[src/rtl/mult_arb_pkg.sv]
// Shared types and defaults for the two-requester shared-multiply arbiter.
package mult_arb_pkg;

    localparam int unsigned WidthDefault   = 32;
    localparam int unsigned TimeoutDefault = 64;

    typedef enum logic [1:0] {
        StIdle,
        StRun,
        StResp,
        StGap
    } state_e;

endpackage

[src/rtl/mult_arb_if.sv]
// Request/response and shared-multiply signals of the arbiter.
// The slave modport is the arbiter's view; master is the surrounding environment.
interface mult_arb_if
    import mult_arb_pkg::*;
#(
    parameter int unsigned WIDTH = WidthDefault
);

    logic               req0_valid;
    logic               req0_ready;
    logic [WIDTH-1:0]   req0_op1;
    logic [WIDTH-1:0]   req0_op2;
    logic               req1_valid;
    logic               req1_ready;
    logic [WIDTH-1:0]   req1_op1;
    logic [WIDTH-1:0]   req1_op2;

    logic               resp0_valid;
    logic               resp0_ready;
    logic [2*WIDTH-1:0] resp0_product;
    logic               resp0_err;
    logic               resp1_valid;
    logic               resp1_ready;
    logic [2*WIDTH-1:0] resp1_product;
    logic               resp1_err;

    logic               mult_begin;
    logic [WIDTH-1:0]   mult_op1;
    logic [WIDTH-1:0]   mult_op2;
    logic [2*WIDTH-1:0] product;
    logic               mult_end;

    logic               busy;

    modport slave (
        input  req0_valid, req0_op1, req0_op2, req1_valid, req1_op1, req1_op2,
        input  resp0_ready, resp1_ready, product, mult_end,
        output req0_ready, req1_ready,
        output resp0_valid, resp0_product, resp0_err,
        output resp1_valid, resp1_product, resp1_err,
        output mult_begin, mult_op1, mult_op2, busy
    );

    modport master (
        output req0_valid, req0_op1, req0_op2, req1_valid, req1_op1, req1_op2,
        output resp0_ready, resp1_ready, product, mult_end,
        input  req0_ready, req1_ready,
        input  resp0_valid, resp0_product, resp0_err,
        input  resp1_valid, resp1_product, resp1_err,
        input  mult_begin, mult_op1, mult_op2, busy
    );

endinterface

[src/rtl/mult_arb_rr.sv]
// Two-way round-robin grant: the requester not served last wins a tie.
// Priority points at requester 0 out of reset.
module mult_arb_rr (
    input  logic       clk,
    input  logic       resetn,
    input  logic [1:0] req_i,
    input  logic       update_i,
    input  logic       served_i,
    output logic [1:0] gnt_o
);

    logic prio_q;
    logic prio_d;

    always_comb begin
        gnt_o = 2'b00;
        if (req_i == 2'b11) begin
            gnt_o = prio_q ? 2'b10 : 2'b01;
        end else begin
            gnt_o = req_i;
        end
    end

    assign prio_d = update_i ? ~served_i : prio_q;

    always_ff @(posedge clk or negedge resetn) begin
        if (!resetn) begin
            prio_q <= 1'b0;
        end else begin
            prio_q <= prio_d;
        end
    end

endmodule

[src/rtl/mult_arbiter.sv]
// Shares one multiply unit between two requesters: accept, run with a watchdog,
// hold the owner's response until consumed, then drop mult_begin for one cycle.
module mult_arbiter
    import mult_arb_pkg::*;
#(
    parameter int unsigned WIDTH          = WidthDefault,
    parameter int unsigned TIMEOUT_CYCLES = TimeoutDefault
) (
    input logic       clk,
    input logic       resetn,
    mult_arb_if.slave bus
);

    localparam int unsigned CntW = (TIMEOUT_CYCLES > 1) ? $clog2(TIMEOUT_CYCLES) : 1;
    localparam logic [CntW-1:0] WdLast = CntW'(TIMEOUT_CYCLES - 1);

    state_e             state_q;
    logic               owner_q;
    logic [WIDTH-1:0]   op1_q;
    logic [WIDTH-1:0]   op2_q;
    logic               mbegin_q;
    logic [CntW-1:0]    wd_q;
    logic [2*WIDTH-1:0] res0_q;
    logic [2*WIDTH-1:0] res1_q;
    logic [1:0]         err_q;
    logic [1:0]         rvalid_q;

    logic [1:0]         req;
    logic [1:0]         gnt;
    logic [1:0]         ready;
    logic [1:0]         hs;
    logic               in_idle;
    logic               resp_hs;
    logic               run_done;
    logic [2*WIDTH-1:0] done_prod;

    assign req      = {bus.req1_valid, bus.req0_valid};
    assign in_idle  = (state_q == StIdle);
    assign ready    = gnt & {2{in_idle}};
    assign hs       = ready & req;
    assign resp_hs  = owner_q ? (rvalid_q[1] & bus.resp1_ready)
                              : (rvalid_q[0] & bus.resp0_ready);
    // A completion on the last watchdog cycle still counts as a good result.
    assign run_done  = bus.mult_end || (wd_q == WdLast);
    assign done_prod = bus.mult_end ? bus.product : '0;

    mult_arb_rr u_rr (
        .clk      (clk),
        .resetn   (resetn),
        .req_i    (req),
        .update_i (state_q == StGap),
        .served_i (owner_q),
        .gnt_o    (gnt)
    );

    always_ff @(posedge clk or negedge resetn) begin
        if (!resetn) begin
            state_q  <= StIdle;
            owner_q  <= 1'b0;
            op1_q    <= '0;
            op2_q    <= '0;
            mbegin_q <= 1'b0;
            wd_q     <= '0;
            res0_q   <= '0;
            res1_q   <= '0;
            err_q    <= '0;
            rvalid_q <= '0;
        end else begin
            unique case (state_q)
                StIdle: begin
                    if (|hs) begin
                        owner_q  <= hs[1];
                        op1_q    <= hs[1] ? bus.req1_op1 : bus.req0_op1;
                        op2_q    <= hs[1] ? bus.req1_op2 : bus.req0_op2;
                        mbegin_q <= 1'b1;
                        wd_q     <= '0;
                        state_q  <= StRun;
                    end
                end
                StRun: begin
                    if (run_done) begin
                        mbegin_q          <= 1'b0;
                        wd_q              <= '0;
                        rvalid_q[owner_q] <= 1'b1;
                        err_q[owner_q]    <= ~bus.mult_end;
                        if (owner_q) begin
                            res1_q <= done_prod;
                        end else begin
                            res0_q <= done_prod;
                        end
                        state_q <= StResp;
                    end else begin
                        wd_q <= wd_q + CntW'(1);
                    end
                end
                StResp: begin
                    if (resp_hs) begin
                        rvalid_q <= '0;
                        err_q    <= '0;
                        res0_q   <= '0;
                        res1_q   <= '0;
                        state_q  <= StGap;
                    end
                end
                StGap: begin
                    state_q <= StIdle;
                end
                default: begin
                    state_q <= StIdle;
                end
            endcase
        end
    end

    assign bus.req0_ready    = ready[0];
    assign bus.req1_ready    = ready[1];
    assign bus.resp0_valid   = rvalid_q[0];
    assign bus.resp0_product = res0_q;
    assign bus.resp0_err     = err_q[0];
    assign bus.resp1_valid   = rvalid_q[1];
    assign bus.resp1_product = res1_q;
    assign bus.resp1_err     = err_q[1];
    assign bus.mult_begin    = mbegin_q;
    assign bus.mult_op1      = op1_q;
    assign bus.mult_op2      = op2_q;
    assign bus.busy          = !in_idle;

endmodule

[src/flat_wrapper.sv]
// flat-port wrapper written by rule: the top's interface ports become plain ports
module mult_arbiter_flat import mult_arb_pkg::*;
#(
    parameter int unsigned WIDTH          = WidthDefault,
    parameter int unsigned TIMEOUT_CYCLES = TimeoutDefault
)
  (clk, resetn, bus_req0_valid, bus_req0_op1, bus_req0_op2, bus_req1_valid, bus_req1_op1, bus_req1_op2, bus_resp0_ready, bus_resp1_ready, bus_product, bus_mult_end, bus_req0_ready, bus_req1_ready, bus_resp0_valid, bus_resp0_product, bus_resp0_err, bus_resp1_valid, bus_resp1_product, bus_resp1_err, bus_mult_begin, bus_mult_op1, bus_mult_op2, bus_busy);
  mult_arb_if #(.WIDTH(WIDTH)) bus_i ();
  input logic clk;
  input logic resetn;
  input wire logic [$bits(bus_i.req0_valid)-1:0] bus_req0_valid;
  input wire logic [$bits(bus_i.req0_op1)-1:0] bus_req0_op1;
  input wire logic [$bits(bus_i.req0_op2)-1:0] bus_req0_op2;
  input wire logic [$bits(bus_i.req1_valid)-1:0] bus_req1_valid;
  input wire logic [$bits(bus_i.req1_op1)-1:0] bus_req1_op1;
  input wire logic [$bits(bus_i.req1_op2)-1:0] bus_req1_op2;
  input wire logic [$bits(bus_i.resp0_ready)-1:0] bus_resp0_ready;
  input wire logic [$bits(bus_i.resp1_ready)-1:0] bus_resp1_ready;
  input wire logic [$bits(bus_i.product)-1:0] bus_product;
  input wire logic [$bits(bus_i.mult_end)-1:0] bus_mult_end;
  output wire logic [$bits(bus_i.req0_ready)-1:0] bus_req0_ready;
  output wire logic [$bits(bus_i.req1_ready)-1:0] bus_req1_ready;
  output wire logic [$bits(bus_i.resp0_valid)-1:0] bus_resp0_valid;
  output wire logic [$bits(bus_i.resp0_product)-1:0] bus_resp0_product;
  output wire logic [$bits(bus_i.resp0_err)-1:0] bus_resp0_err;
  output wire logic [$bits(bus_i.resp1_valid)-1:0] bus_resp1_valid;
  output wire logic [$bits(bus_i.resp1_product)-1:0] bus_resp1_product;
  output wire logic [$bits(bus_i.resp1_err)-1:0] bus_resp1_err;
  output wire logic [$bits(bus_i.mult_begin)-1:0] bus_mult_begin;
  output wire logic [$bits(bus_i.mult_op1)-1:0] bus_mult_op1;
  output wire logic [$bits(bus_i.mult_op2)-1:0] bus_mult_op2;
  output wire logic [$bits(bus_i.busy)-1:0] bus_busy;
  assign bus_i.req0_valid = bus_req0_valid;
  assign bus_i.req0_op1 = bus_req0_op1;
  assign bus_i.req0_op2 = bus_req0_op2;
  assign bus_i.req1_valid = bus_req1_valid;
  assign bus_i.req1_op1 = bus_req1_op1;
  assign bus_i.req1_op2 = bus_req1_op2;
  assign bus_i.resp0_ready = bus_resp0_ready;
  assign bus_i.resp1_ready = bus_resp1_ready;
  assign bus_i.product = bus_product;
  assign bus_i.mult_end = bus_mult_end;
  assign bus_req0_ready = bus_i.req0_ready;
  assign bus_req1_ready = bus_i.req1_ready;
  assign bus_resp0_valid = bus_i.resp0_valid;
  assign bus_resp0_product = bus_i.resp0_product;
  assign bus_resp0_err = bus_i.resp0_err;
  assign bus_resp1_valid = bus_i.resp1_valid;
  assign bus_resp1_product = bus_i.resp1_product;
  assign bus_resp1_err = bus_i.resp1_err;
  assign bus_mult_begin = bus_i.mult_begin;
  assign bus_mult_op1 = bus_i.mult_op1;
  assign bus_mult_op2 = bus_i.mult_op2;
  assign bus_busy = bus_i.busy;
  mult_arbiter #(.WIDTH(WIDTH), .TIMEOUT_CYCLES(TIMEOUT_CYCLES)) u_core (.clk(clk), .resetn(resetn), .bus(bus_i));
endmodule
[config.mk]
export PLATFORM = sky130hd
export DESIGN_NAME = mult_arbiter_flat
export DESIGN_NICKNAME = d
export VERILOG_FILES = /design/src/rtl/mult_arb_pkg.sv /design/src/rtl/mult_arb_if.sv /design/src/rtl/mult_arb_rr.sv /design/src/rtl/mult_arbiter.sv /design/src/flat_wrapper.sv
export SDC_FILE = /design/constraint.sdc
export NUM_CORES = 1
export LEC_CHECK = 0
export CAP_MARGIN = 15
export CORE_MARGIN = 10
export CORE_UTILIZATION = 46
export DETAILED_ROUTE_END_ITERATION = 7
export GPL_TIMING_DRIVEN = 0
export HOLD_SLACK_MARGIN = 0.12
export PLACE_DENSITY = 0.86
export SLEW_MARGIN = 0
export SYNTH_ARGS = -nofsm -noshare
export SYNTH_HDL_FRONTEND = slang
export SYNTH_SLANG_ARGS = --single-unit
export TNS_END_PERCENT = 30
[constraint.sdc]
create_clock -name clk -period 4.7 [get_ports clk]
set_input_delay 0.705 -clock clk [delete_from_list [all_inputs] [get_ports clk]]
set_output_delay 0.705 -clock clk [all_outputs]
set_load 0.01 [all_outputs]
; Word-level counts from Yosys, hierarchy flattened
; Index checks and enable logic that the tools add are counted.
[totals]
ff_bits = 207
in_bits = 199
out_inout_bits = 200
wordCells = 76
[classes]
addsub = 1
n_lt_le_gt_ge = 2
eq_ne = 10
muxes = 31
bitwise_logic = 7
n_reduce_logical = 14
[op_table]
columns = cell, n
row1 = $mux W64, 6
row2 = $pmux W64 S2, 2
row3 = $mux W32, 2
row4 = $mux W2, 8
row5 = $mux W6, 2
row6 = $pmux W6 S2, 1
row7 = $reduce_and A3 Y1, 3
row8 = $pmux W2 S2, 2
row9 = $pmux W2 S4, 1
row10 = $reduce_and A4 Y1, 2
row11 = $add A6 B1 Y6 const B, 1
row12 = $eq A2 B2 Y1 const B, 3
row13 = $eq A6 B6 Y1 const B, 1
row14 = $ne A2 B1 Y1 const B, 3
row15 = $and A2 B2 Y2, 2
row16 = $mux W1, 4
row17 = $ne A2 B2 Y1 const B, 2
row18 = $reduce_and A2 Y1, 2
row19 = $reduce_bool A2 Y1, 2
row20 = $and A1 B1 Y1, 2
row21 = $bwmux W2, 1
row22 = $eq A2 B1 Y1 const B, 1
row23 = $logic_not A2 Y1, 1
row24 = $lt A1 B2 Y1 const B, 1
row25 = 9 further kinds, 10

; Depth between registers and ports, before layout
; Gate-level depths: netlist of the first run.
[depth]
ltp_word = 7
ltp_mapped = 8

; Modules after synthesis
; From an unflattened synthesis of the first run, not the netlist that was laid out.
[hier_totals]
hier_cells = 718
hier_area_um2 = 9500.4
[by_module_without_submodules]
columns = mod, n_inst, cells_per_inst, area_each_um2
row1 = mult_arbiter, 1, 712, 9447.8
row2 = mult_arb_rr, 1, 6, 52.6

; Worst setup path before layout of the first run
; Ideal clock, no wire load.
[synth_timing]
kind = in2out
start = input bus_req0_valid
end = output bus_req1_ready
arrival_time_ns = 1.483
path_slack_ns = 2.512
cell_stages = 5
cell_sequence = inv_1 -> o211ai_1 -> buf_2 -> buf_4 -> inv_1
[synth_between]
elab_chain_cells = 3
[synth_rtl]
columns = item, line
row1 = from (decl), flat_wrapper.sv:11  ; input wire logic [$bits(bus_i.req0_valid)-1:0] bus_req0_valid;
row2 = $eq A2 B2 Y1, mult_arb_rr.sv:17  ; if (req_i == 2'b11) begin
row3 = $mux W2, mult_arb_rr.sv:17
row4 = $and A2 B2 Y2, mult_arbiter.sv:39  ; assign ready = gnt & {2{in_idle}};
row5 = to (decl), flat_wrapper.sv:22  ; output wire logic [$bits(bus_i.req1_ready)-1:0] bus_req1_ready;
; No other way between the ends.

; Worst setup path after layout of the first run
; Same ends and word-level chain as after synthesis.

==> results of run 1 <==
-- cells in the mapped netlist, drive strengths merged --
| cell type | n | area, um2 |
|---|---|---|
| dfrtp | 207 | 5180 |
| mux2 | 128 | 1667 |
| o21ai | 77 | 396.6 |
| nand2 | 71 | 274.0 |
| and2 | 66 | 412.9 |
| mux2i | 66 | 660.6 |
| buf | 24 | 205.2 |
| clkbuf | 18 | 67.56 |
| inv | 12 | 45.04 |
| a21oi | 7 | 35.03 |
| ha | 6 | 75.07 |
| nand3 | 6 | 30.03 |
| a31oi | 4 | 40.04 |
| nor2 | 4 | 15.01 |
| o211ai | 3 | 22.52 |
| a22o | 2 | 17.52 |
| and3 | 2 | 17.52 |
| nand2b | 2 | 12.51 |
| nor3 | 2 | 10.01 |
| a211oi | 1 | 7.510 |
| a311o | 1 | 20.02 |
| a311oi | 1 | 8.760 |
| a32oi | 1 | 8.760 |
| and4 | 1 | 8.760 |
| nand3b | 1 | 20.02 |
| o21a | 1 | 7.510 |
| o221ai | 1 | 8.760 |
| o2bb2ai | 1 | 8.760 |
| or4 | 1 | 7.510 |
-- layer usage --
metal	share of wire	vias up	GRT usage
li1	-	3330	-
met1	0.35	3696	0.2578
met2	0.50	362	0.4285
met3	0.11	56	0.1143
met4	0.034	0	0.08768
met5	0	-	0
-- state kept, by name (all words and copies together) (netlist names) --
name,flops
u_core.bus.mult_begin,1
u_core.bus.mult_op1,32
u_core.bus.mult_op2,32
u_core.bus.resp0_product,64
u_core.bus.resp1_product,64
u_core.err_q,2
u_core.owner_q,1
u_core.rvalid_q,2
u_core.state_q,2
u_core.u_rr.prio_q,1
u_core.wd_q,6
-- metrics by stage --
stage	util	area [um2]	cells	hold WS, ns
after CTS	0.7338	14420	1422	0.2316
after floorplan	-	9290	717	0.4094
after global routing	0.7343	14430	1426	0.2423
after global placement	0.6923	13610	1380	0.4600
after detailed placement	0.6939	13640	1381	0.4692
final	0.7344	14430	1427	0.1976
-- cell usage in the layout, fill, tap and decap left out, types with 3 or more instances in the layout --
cell type	netlist	layout
o21ai_0	74	74
nand3_1	6	6
buf_6	12	12
ha_1	6	6
clkbuf_1	18	20
inv_1	12	12
a21oi_1	7	7
clkbuf_8	0	6
clkinv_2	0	6
clkbuf_16	0	23
diode_2	0	5
nor2_1	4	4
mux2_4	60	60
a31oi_1	3	3
o211ai_1	3	3
buf_4	4	4
buf_2	8	8
clkdlybuf4s50_1	0	397
mux2_2	68	68
mux2i_1	66	66
and2_1	66	66
dfrtp_1	207	207
nand2_1	70	70
-- power by group --
group          internal, mW  total (mW)  switching [mW]
Combinational          2.82        5.20            2.38
Clock                  1.11        1.87           0.761
Sequential             2.48        2.87           0.389
-- cells by family (layout without fill, tap and decap cells) --
kind of cell / after synthesis / count (layout) / share of synthesized area
AO/OA/AOI/OAI: 100 / 100 / 0.06263
adder cells (fa/ha/maj): 6 / 6 / 0.008081
buffers and inverters: 54 / 494 / 0.03421
flip-flops: 207 / 207 / 0.5576
multiplexers: 194 / 194 / 0.2505
other: 0 / 5 / 0
AND/OR/NAND/NOR: 156 / 156 / 0.08700
-- worst max-delay path by stage --
| stage | from | end | slack (ns) | depth (start not counted) |
|---|---|---|---|---|
| finish | bus_req0_valid | bus_req1_ready | 1.25 | 7 |
| global route | bus_req0_valid | bus_req1_ready | 1.10 | 7 |
| floorplan | bus_req0_valid | bus_req1_ready | 2.51 | 5 |
| CTS | bus_req0_valid | bus_req1_ready | 1.19 | 7 |
| global placement | resetn | u_core.bus.mult_op2[18] | -5.89 | 1 |
| detailed placement | bus_req0_valid | bus_req1_ready | 1.20 | 7 |
-- final cells by class --
class / instances / area (um2)
Fill cell: 1319 / 5220
Antenna cell: 5 / 12.51
Tap cell: 265 / 331.6
Multi-Input combinational cell: 456 / 3792
Clock inverter: 10 / 117.6
Clock buffer: 31 / 665.6
Sequential cell: 207 / 5180
Inverter: 12 / 45.04
Buffer: 42 / 272.8
Timing Repair Buffer: 399 / 4016
==> flow_metrics.env, run 1 <==
export IMPL_outcome="complete, no violations"
export IMPL_regToRegSetupSlack_ns=2.30
export IMPL_clk_latency_ns=0.52
export IMPL_grt_total_usage=0.2471
export IMPL_period_needed_ns=3.450
export IMPL_ys_seq_elements=207
export IMPL_reg2reg_to="u_core.bus.resp0_product[20]"
export IMPL_coreArea_um2=19650
export IMPL_r2r_cells=7
export IMPL_critPathKind="in -> out"
export IMPL_die_w_um=162.1
export IMPL_grt_overflow_total=0
export IMPL_ys_seq_area_frac=0.5576
export IMPL_post_cts_resized=0
export IMPL_ctsHoldBuffers=0
export IMPL_setup_viol=0
export IMPL_die_y_um=162.1
export IMPL_post_drt_wl_per_cell_um=23.92
export IMPL_cts_sinks=207
export IMPL_clkTransAtPathRegs_ns=0.06
export IMPL_grt_pass1_wl_um=50560
export IMPL_hpwl_um=25830
export IMPL_critPathBufInv=6
export IMPL_p_leak_nw=6.849
export IMPL_power_total_mw=9.937
export IMPL_syn_to_final_growth_pct=55.37
export IMPL_vias=7444
export IMPL_worstPathMaxFanout=10
export IMPL_clockRootBuffer="clkbuf_16"
export IMPL_cp_required_ns=3.99
export IMPL_io_pins=399
export IMPL_grt_pass1_vias=8186
export IMPL_r2r_start="u_core.state_q[0]"
export IMPL_antenna_found_initial=5
export IMPL_worst_slew_pin_slew_ns=0.8246
export IMPL_htree_levels=1
export IMPL_arrival_ns=2.74
export IMPL_netlist_instances=717
export IMPL_powerDensity_nw_per_um2=688.4
export IMPL_dr_pass1_iters=4
export IMPL_fin_crit_sh=0.7340
export IMPL_num_rows=51
export IMPL_synth_cell_types=37
export IMPL_cts_buffers=23
export IMPL_path_cells="clkdlybuf4s50_1 -> inv_1 -> o211ai_1 -> buf_2 -> buf_4 -> inv_1 -> clkdlybuf4s50_1"
export IMPL_cts_tree="built"
export IMPL_dieArea_um2=26280
export IMPL_rsz0062_at_grt="no"
export IMPL_crit_family="buffers and inverters"
export IMPL_postSynthAreaPerCell_um2=12.96
export IMPL_cts_buffer_depth=3
export IMPL_port_buffers=398
export IMPL_drt_iter0_markers=326
export IMPL_ant_nets=0
export IMPL_synth_area_um2=9290
export IMPL_nNetsFinal=1346
export IMPL_setup_tns_ns=0
export IMPL_post_place_ws_ns=1.199
export IMPL_drt_wl_total_um=34140
export IMPL_post_route_drc_count=0
export IMPL_startpoint_type="input port"
export IMPL_post_cts_buffers=0
export IMPL_setup_slack_ns=1.250
export IMPL_place_congestion=0.8754
export IMPL_vias_per_cell=5.217
export IMPL_min_path_type="in -> async"
export IMPL_endpoint_kind="output port"
export IMPL_slew_headroom=0.4482
export IMPL_synthesis_nets=922
export IMPL_cp_slowest_cell="clkdlybuf4s50_1"
export IMPL_hold_viol=0
export IMPL_start_util=0.4727
export IMPL_crit_path_max_incr_delay_ns=0.52
export IMPL_final_max_slew_violation_count=0
export IMPL_drv_cap=0
export IMPL_drive_gt1_frac=0.1720
export IMPL_fin_skew_ns=0.02393
export IMPL_vdd_ir_drop_max_uv=353.5
export IMPL_yosys_warnings=0
export IMPL_grt_max_degree=111
export IMPL_max_freq_mhz=289.9
No activity file was read; power rests on OpenSTA's default activity.
==> run 2, diff against run 1 <==
Settings changed: CORE_UTILIZATION 46 to 39, PLACE_DENSITY 0.86 to 0.78.
Clock period 4.7 ns to 3.05 ns, I/O delays scaled along.
==> run 2 against run 1 <==
  * First-iteration DRC count decreased by 12%
  * Die area is 16% higher
  * Sequential cell count unchanged
  * Sequential power up 53%
  * Hold slack better by 0.28 ns
  * Critical path depth did not move
  * Critical path type is now reg -> out
  * Via count fell by 2.9%
  * Sequential share of layout area down 0.24 points
  * Global-route usage fell by 4.8 points
  * Clock power grew 55%
==> flow_metrics.env, run 2 (synthesis results as in run 1) <==
export IMPL_power_frac_comb=0.520
export IMPL_nNetsFinal=1348
export IMPL_layout_commonest_cell="clkdlybuf4s50_1"
export IMPL_fin_crit_sh=0.9627
export IMPL_ant_nets=0
export IMPL_drive_gt1_frac=0.1707
export IMPL_dieArea_um2=30390
export IMPL_outcome="complete, no violations"
export IMPL_cts_tree="built"
export IMPL_crit_path_max_incr_delay_ns=0.53
export IMPL_io_pins=399
export IMPL_start_util=0.3958
export IMPL_coreArea_um2=23470
export IMPL_die_w_um=174.3
export IMPL_path_cells="inv_1 -> ha_4 -> o211ai_1 -> buf_4 -> buf_4 -> inv_1 -> clkdlybuf4s50_1"
export IMPL_p_leak_nw=6.861
export IMPL_min_path_type="reg -> reg"
export IMPL_antenna_found_initial=1
export IMPL_powerDensity_nw_per_um2=1047
export IMPL_syn_to_final_growth_pct=56.40
export IMPL_power_total_mw=15.22
export IMPL_crit_family="buffers and inverters"
export IMPL_critPathKind="reg -> out"
export IMPL_grt_overflow_total=0
export IMPL_dp_cells=1435
export IMPL_fin_skew_ns=0.01184
export IMPL_drt_iter0_markers=288
export IMPL_die_y_um=174.3
export IMPL_dr_pass1_iters=4
export IMPL_hpwl_um=24520
export IMPL_p_int_mw=9.943
export IMPL_final_core_util=0.6190
export IMPL_switching_share=0.3465
export IMPL_grt_pass1_wl_um=48070
export IMPL_netSwitchingPower_mw=5.273
export IMPL_vias=7230
export IMPL_post_cts_buffers=0
export IMPL_cts_sinks=207
export IMPL_port_buffers=398
export IMPL_post_route_drc_count=0
export IMPL_setup_tns_ns=0
export IMPL_max_freq_mhz=340.6
export IMPL_cts_buffer_depth=3
export IMPL_grt_total_usage=0.1987
export IMPL_cts_buffers=24
export IMPL_grt_busiest_layer="met2"
export IMPL_regToRegSetupSlack_ns=0.48
export IMPL_htree_levels=1
export IMPL_critPathBufInv=5
export IMPL_layoutNonFillerInstCount=1480
export IMPL_cp_required_ns=2.59
export IMPL_drv_cap=0
export IMPL_p_seq_frac=0.289
export IMPL_place_congestion=0.8002
export IMPL_mostFrequentLayoutCells="397 x clkdlybuf4s50_1, 207 x dfrtp_1, 74 x o21ai_0"
export IMPL_arrival_ns=2.48
export IMPL_grt_pass1_vias=7825
export IMPL_clockRootBuffer="clkbuf_16"
export IMPL_grt_use_met1=0.2315
export IMPL_use_met3=0.08126
export IMPL_pwr_share_clk=0.190
export IMPL_hold_viol=0
export IMPL_setup_viol=0
export IMPL_worst_slew_pin_slew_ns=0.8093
export IMPL_clkTransAtPathRegs_ns=0.06
export IMPL_endpoint_kind="output port"
export IMPL_grt_max_degree=117
export IMPL_slew_headroom=0.4585
export IMPL_post_drt_wl_per_cell_um=21.27
export IMPL_drt_wl_total_um=31480
export IMPL_cp_slowest_cell="clkdlybuf4s50_1"
export IMPL_grtUsageMet2=0.3369
export IMPL_vias_per_cell=4.885
export IMPL_startpoint_type="flip-flop"
export IMPL_vdd_ir_drop_max_uv=473.3
export IMPL_worstPathMaxFanout=10
export IMPL_clk_latency_ns=0.51
export IMPL_period_needed_ns=2.936
export IMPL_final_max_slew_violation_count=0
export IMPL_num_rows=56
[run 2: final cells by class]
class                           count  area, um2
Inverter                           12      45.04
Clock buffer                       35      703.2
Clock inverter                      8      93.84
Multi-Input combinational cell    456       3805
Timing Repair Buffer              400       4026
Tap cell                          319      399.1
Sequential cell                   207       5180
Antenna cell                        1      2.502
Fill cell                        1866       8942
Buffer                             42      275.3
[run 2: worst paths after layout]
kind	endpoint	cells past startpoint	from
max	bus_req1_ready	7	u_core.state_q[0]
min	u_core.bus.mult_op1[3]	2	u_core.bus.mult_op1[3]
max reg2reg	u_core.bus.resp1_product[27]	7	u_core.state_q[0]
min reg2reg	u_core.bus.mult_op1[3]	2	u_core.bus.mult_op1[3]
max in group asynchronous	u_core.bus.mult_op2[0]	3	resetn
min in group asynchronous	u_core.bus.resp0_product[13]	2	resetn
[run 2: repair_timing]
action                     in CTS  in global routing
hold buffers                    1                  0
gates resized for setup         2                  1
hold endpoints to repair       91                  0
gates cloned                    0                  0
setup endpoints to repair       1                  1
[run 2: metrics by stage]
step / area (um2) / worst slack (ns) / hold slack [ns]
floorplan: 9290 / 1.071 / 0.1619
global placement: 13670 / -7.408 / 0.4593
detailed placement: 13710 / 0.1143 / 0.4700
CTS: 14520 / 0.05201 / 0.4836
global route: 14530 / -0.0007776 / 0.4968
finish: 14530 / 0.1139 / 0.4775
[run 2: power by group through the flow]
stage	sequential, mW	combinational, mW	clock (mW)
final	4.40	7.92	2.89
after global placement	4.38	7.85	0
after CTS	4.40	8.03	2.96
after floorplan	4.83	4.02	0
after global routing	4.53	8.47	3.09
after detailed placement	4.42	7.99	0
[run 2: per-layer routing]
metal | routed length (um) | part of all wire
met5 | 0 | 0
met4 | 410 | 0.013
met3 | 3167 | 0.10
met1 | 12520 | 0.40
met2 | 15380 | 0.49
[run 2: worst register-to-register path: cells and delay by family (launching register included)]
| kind | cells | cell delay, ns |
|---|---|---|
| buffers and inverters | 3 | 0.83 |
| muxes | 1 | 0.17 |
| DFF | 1 | 0.38 |
| and+or+nand+nor | 2 | 0.91 |
| adders and majority gates | 1 | 0.22 |
